==> src/rtl/program_counter_stack.sv <==
// Program counter with a small return-address stack for call/ret.
// All state advances on the falling CLK edge; CLR clears everything asynchronously.
module program_counter_stack #(
  parameter int ADDR_W      = 4,
  parameter int STACK_DEPTH = 2,
  parameter int WRAP        = 0
) (
  input  logic              CLK,
  input  logic              CLR,
  input  logic              Cp,
  input  logic              Ep,
  input  logic              Lp,
  input  logic              call,
  input  logic              ret,
  input  logic [ADDR_W-1:0] jump_addr,
  output logic [ADDR_W-1:0] proximo_endereco,
  output logic [ADDR_W-1:0] endereco_atual,
  output logic              halt,
  output logic              stack_full,
  output logic              stack_empty,
  output logic              stack_err
);

  localparam int PTR_W = $clog2(STACK_DEPTH + 1);
  localparam logic [PTR_W-1:0] DEPTH_C = PTR_W'(STACK_DEPTH);
  localparam logic [PTR_W-1:0] ONE_P   = PTR_W'(1);
  localparam logic [ADDR_W-1:0] ONES   = '1;

  logic [ADDR_W-1:0] pc;
  logic [ADDR_W-1:0] pc_next_seq;
  logic [PTR_W-1:0]  occ;
  logic              err;
  // Entry 0 is always the top of stack; push/pop shift the whole array.
  logic [ADDR_W-1:0] stack_mem [STACK_DEPTH];

  always_comb begin
    pc_next_seq = pc + ADDR_W'(1);
    if ((WRAP == 0) && (pc == ONES)) pc_next_seq = pc;
  end

  always_ff @(negedge CLK or posedge CLR) begin
    if (CLR) begin
      pc  <= '0;
      occ <= '0;
      err <= 1'b0;
      for (int i = 0; i < STACK_DEPTH; i++) stack_mem[i] <= '0;
    end else if (call && ret) begin
      err <= 1'b1;
    end else if (ret) begin
      if (occ == '0) begin
        err <= 1'b1;
      end else begin
        pc  <= stack_mem[0];
        occ <= occ - ONE_P;
        for (int i = 0; i < STACK_DEPTH - 1; i++) stack_mem[i] <= stack_mem[i+1];
      end
    end else if (call) begin
      if (occ == DEPTH_C) begin
        err <= 1'b1;
      end else begin
        for (int i = STACK_DEPTH - 1; i > 0; i--) stack_mem[i] <= stack_mem[i-1];
        stack_mem[0] <= pc_next_seq;
        pc  <= jump_addr;
        occ <= occ + ONE_P;
      end
    end else if (Lp) begin
      pc <= jump_addr;
    end else if (Cp) begin
      pc <= pc_next_seq;
    end
  end

  assign proximo_endereco = Ep ? pc : '0;
  assign endereco_atual   = pc;
  assign halt             = (WRAP == 0) && (pc == ONES);
  assign stack_full       = (occ == DEPTH_C);
  assign stack_empty      = (occ == '0);
  assign stack_err        = err;

endmodule

==> config.mk <==
export PLATFORM = sky130hd
export DESIGN_NAME = program_counter_stack
export DESIGN_NICKNAME = d
export VERILOG_FILES = /design/src/rtl/program_counter_stack.sv
export SDC_FILE = /design/constraint.sdc
export NUM_CORES = 1
export LEC_CHECK = 0
export BUFFER_PORTS_ARGS = -buffer_cell sky130_fd_sc_hd__buf_2
export CAP_MARGIN = 30
export CORE_MARGIN = 3
export CORE_UTILIZATION = 54
export CTS_BUF_LIST = sky130_fd_sc_hd__clkbuf_2
export DETAILED_ROUTE_END_ITERATION = 8
export MAX_ROUTING_LAYER = met4
export PLACE_DENSITY = 0.81
export REMOVE_ABC_BUFFERS = 1
export SLEW_MARGIN = 20
export SYNTH_ARGS = -nofsm -noshare
export SYNTH_HDL_FRONTEND = slang
export SYNTH_SLANG_ARGS = --single-unit
==> constraint.sdc <==
create_clock -name CLK -period 2 [get_ports CLK]
set_clock_uncertainty 0.05 [all_clocks]
set_input_delay 0.4 -clock CLK [delete_from_list [all_inputs] [get_ports CLK]]
set_output_delay 0.4 -clock CLK [all_outputs]
set_load 0.005 [all_outputs]
==> run metrics, run 1 <==
syn avg cell area=between 9 and 10 sq um; total number of H-tree levels=1; run status=did not finish; register bit total from synthesis=15; Compound-Gate Fraction of Synth Area=24.6%; input/output buffers=22; initial core utilization=59.3%; unique cell type count in the Yosys netlist=38; dpl hpwl=between 1.5 and 2 mm; routability congestion estimate=around 0.88; DP Area=between 1000 and 1500 sq um; Clock Tree Buf Depth=2; CTS sink cnt=15; Async SR Flop Fraction=100%; post-synthesis mux area share=7.04%; post-synthesis cell count=97; row cnt=14; Post-Synth XOR/XNOR Area=under 10%; sequential share of the synthesized area=a little over 40%; Ports=23; cts hold-fix bufs=0; netlist area before placement=around 920 sq um; Die Y=47.4 microns; EDFF count, synth=0; tool error=[ERROR DPL-0038] Utilization greater than 100%, impossible to legalize; CTS root buf=clkbuf_2; Halt Stage=clock tree synthesis (4_1_cts); Most used DFF post-synth=dfrtn_1; synth warn=0; # resized after CTS=50; CTS Buf Count=3; Setup Fix Bufs, Post-CTS=16; Adder-Cell Fraction of Synth Area=1.35%; Post-Synth Simple-Gate Area=between 10% and 20%; Chip Width=47.4 microns; largest family of logic cells by synthesized area=compound AO/OA/AOI/OAI gates
-- Yosys cell counts, drive strengths merged (3+ instances only) --
cell	n	area share, %
nor2b	4	3.0
buf	5	3.2
inv	6	2.4
nand2	6	2.4
a21oi	9	5.3
nor2	9	3.9
and2	4	2.7
xor2	3	2.8
dfrtn	15	41
o21ai	4	2.6
mux2	4	4.9
-- cell families after synthesis --
group / Yosys count
flip-flops: 15
adder cells (fa/ha/maj): 1
XOR/XNOR: 3
AO/OA/AOI/OAI: 30
buffers and inverters: 11
AND/OR/NAND/NOR: 31
multiplexers: 6
-- per-stage QoR --
stage	setup WS, ps	TNS [ps]	instances
after floorplan	-492	-5000	92
after global placement	-638	-8940	154
after detailed placement	-682	-9700	154
==> inputs of run 2 (changes only) <==
CORE_AREA = 3 3 64 66   (was unset)
CORE_MARGIN = unset   (was 3)
CORE_UTILIZATION = unset   (was 54)
CTS_BUF_LIST = unset   (was sky130_fd_sc_hd__clkbuf_2)
DIE_AREA = 0 0 67 69   (was unset)
MAX_ROUTING_LAYER = unset   (was met4)
PLACE_DENSITY = unset   (was 0.81)
PLACE_DENSITY_LB_ADDON = 0.15   (was unset)
==> run metrics, run 2 <==
synth cell count leaders=dfrtn_1 (15), a21oi_1 (8), nor2_1 (8); final slew viol count=0; routed vias=approximately 930; multi-input logic area=around 640 sq um; first-pass GRT wire length=approximately 4.5 mm; EDFF count, synth=0 (unchanged); Worst Hold End=stack_mem[4]$_DFFE_NP0P_; cells along the critical path=ha_2 -> nand3_2 -> inv_1 -> buf_2; r2r setup slk=approximately 220 ps; dpl hpwl=1.94 mm (+5.2%); Detail Route Antenna Nets=0; initial core utilization=25.4% (-34 points); unique cell type count in the Yosys netlist=38 (unchanged); setup ws final=-564 ps; maxcap violations=0; die area=4620 sq um; CTS sink cnt=15 (unchanged); initial antenna violation count=0; sequential share of the synthesized area=40.6% (unchanged); grt total ovfl=0; via/cell ratio=around 4.7; largest net degree at the start of global routing=16; Critical Path Max Stage Delay=around 420 ps; register bit total from synthesis=15 (unchanged); reg2reg start=endereco_atual[0]$_DFFE_NP0P_; max reg flops=8; Most used DFF post-synth=dfrtn_1; netlist area before placement=925 sq um (unchanged); Ports=23 (unchanged); CORE AREA=between 3000 and 4000 sq um; antenna cells=0; Crit-path slowest cell=dfrtn_1; fin cells=slightly below 200; total power=roughly 2000 uW; hold path cells=2; routability congestion estimate=0.812 (-7.5%); Clock Tree Buf Depth=2 (unchanged); CP Max Fanout=2; cts hold-fix bufs=0 (unchanged); filler cell count=376; worst skew pair latency=260 ps; total number of H-tree levels=1 (unchanged); RSZ-0062 raised after global routing=yes; DR iter-0 viols=30; Async SR Flop Fraction=100% (unchanged); count leader, synth=dfrtn_1; Wirelength per Cell=~13 microns; DP Area=1260 sq um (+4.6%); CTS Buf Count=3 (unchanged); # setup viols final=24; DR DRC count=0; run status=complete, but fails checks; Placed Cells=188 (+22%); Leak=about 0.00075 uW; Die Y=69 microns (+46%); Reg clk slew, reported paths=50 ps; syn avg cell area=9.53 sq um (unchanged); Slew @ Worst Pin=roughly 330 ps; Final #Nets=164; vias in the first global route=985; layout cells sized above 1=58.9%; startpoint types=flip-flop; pwr dens=approximately 1300 nW/um^2; post-synthesis cell count=97 (unchanged); register area=between 300 and 400 sq um; crit path kind=reg -> out; CP arrival=approximately 2100 ps; most common cell after layout, fill and taps aside=buf_4; Chip Width=67 microns (+41%); synth top area cells=dfrtn_1 (41%), mux2_2 (4.9%), a21oi_1 (4.3%); CTS tree=built; Final Hold Fails=0; Finished Core Util=around 44%; Reg with most FFs=stack_mem; CP endpoint kind=output port; violated checks=negative setup slack; global-route usage over all layers=12.3%; Slew headroom=between 70% and 80%; most frequent cells in the layout=buf_4 (25), buf_2 (17), dfrtn_1 (15), buf_6 (9), nor2_1 (7); Critical Path RT=about 1600 ps; CTS root buf=clkbuf_8; input/output buffers=22 (unchanged); leading area contributor after synthesis=dfrtn_1; HP Start=stack_mem[4]$_DFFE_NP0P_; area share of the leading cell type in the synthesized netlist=40.6% (unchanged); area grow syn2layout=71.7%; Post-Layout Inst Area=1590 sq um; synth warn=0 (unchanged); RR Endpoint=endereco_atual[0]$_DFFE_NP0P_; Worst Reg-to-Reg Cells=8; row cnt=22 (+8); DR pass1 iterations=4; hold crit path type=reg -> reg; DRT Wirelength=~2.6 mm; peak supply drop=475 uV
-- run 2: worst max-delay path: cells and delay by family (launching register included) --
kind          cells  cell delay (ps)
flops             1              420
fa+ha+maj         1              200
buf+inv           2              150
simple gates      1               80
-- run 2: final cells by class --
class                   count  area share [%]
well taps                  48            3.78
repair buffers             55            28.0
multi-input cells          71            40.3
clock buffers               3            2.60
clock inverters             1           0.315
inverters                   6            1.42
flip-flops and latches     15            23.6
-- run 2: timing repair --
action | in CTS | in global routing
endpoints found under the setup margin | 26 | 25
setup buffers | 6 | 2
pin swaps | 15 | 10
resized for setup | 38 | 14
-- run 2: kinds of logic after synthesis --
kind of cell / count (synthesis) / synth area share [%]
AND/OR/NAND/NOR: 31 / 17.9
AO/OA/AOI/OAI: 30 / 24.6
buffers and inverters: 11 / 5.68
multiplexers: 6 / 7.04
flip-flops: 15 / 40.6
XOR/XNOR: 3 / 2.84
adder cells (fa/ha/maj): 1 / 1.35
-- run 2: worst max-delay path by stage --
| stage | startpoint | to | depth (start not counted) |
|---|---|---|---|
| after global routing | endereco_atual[1]$_DFFE_NP0P_ | halt | 4 |
| final | endereco_atual[0]$_DFFE_NP0P_ | halt | 4 |
| after global placement | call | endereco_atual[2]$_DFFE_NP0P_ | 5 |
| after detailed placement | call | endereco_atual[3]$_DFFE_NP0P_ | 5 |
| after floorplan | Lp | endereco_atual[3]$_DFFE_NP0P_ | 4 |
| after CTS | endereco_atual[0]$_DFFE_NP0P_ | halt | 4 |
-- run 2: stage by stage --
step / TNS [ps] / hold slack, ps / worst slack, ps
finish: -7510 / 413 / -564
CTS: -7710 / 409 / -574
detailed placement: -9490 / 391 / -660
global placement: -9080 / 387 / -637
floorplan: -5000 / 377 / -492
global route: -8330 / 433 / -614
-- run 2: report_power, final --
part	switching [uW]	total [uW]	leakage, uW	internal, uW
Clock	116	254	0.0000255	138
Sequential	115	569	0.000181	454
Combinational	530	1200	0.000545	674
-- run 2: routing by layer --
metal  GRT usage (%)  vias up  routed length (microns)
li1                -      451                        -
met2            20.2       18                     1370
met5               0        -                        0
met4            6.76        0                       59
met1            14.9      454                     1130
met3            1.95        6                       83
Note: power is estimated with default switching activity, not from simulation.
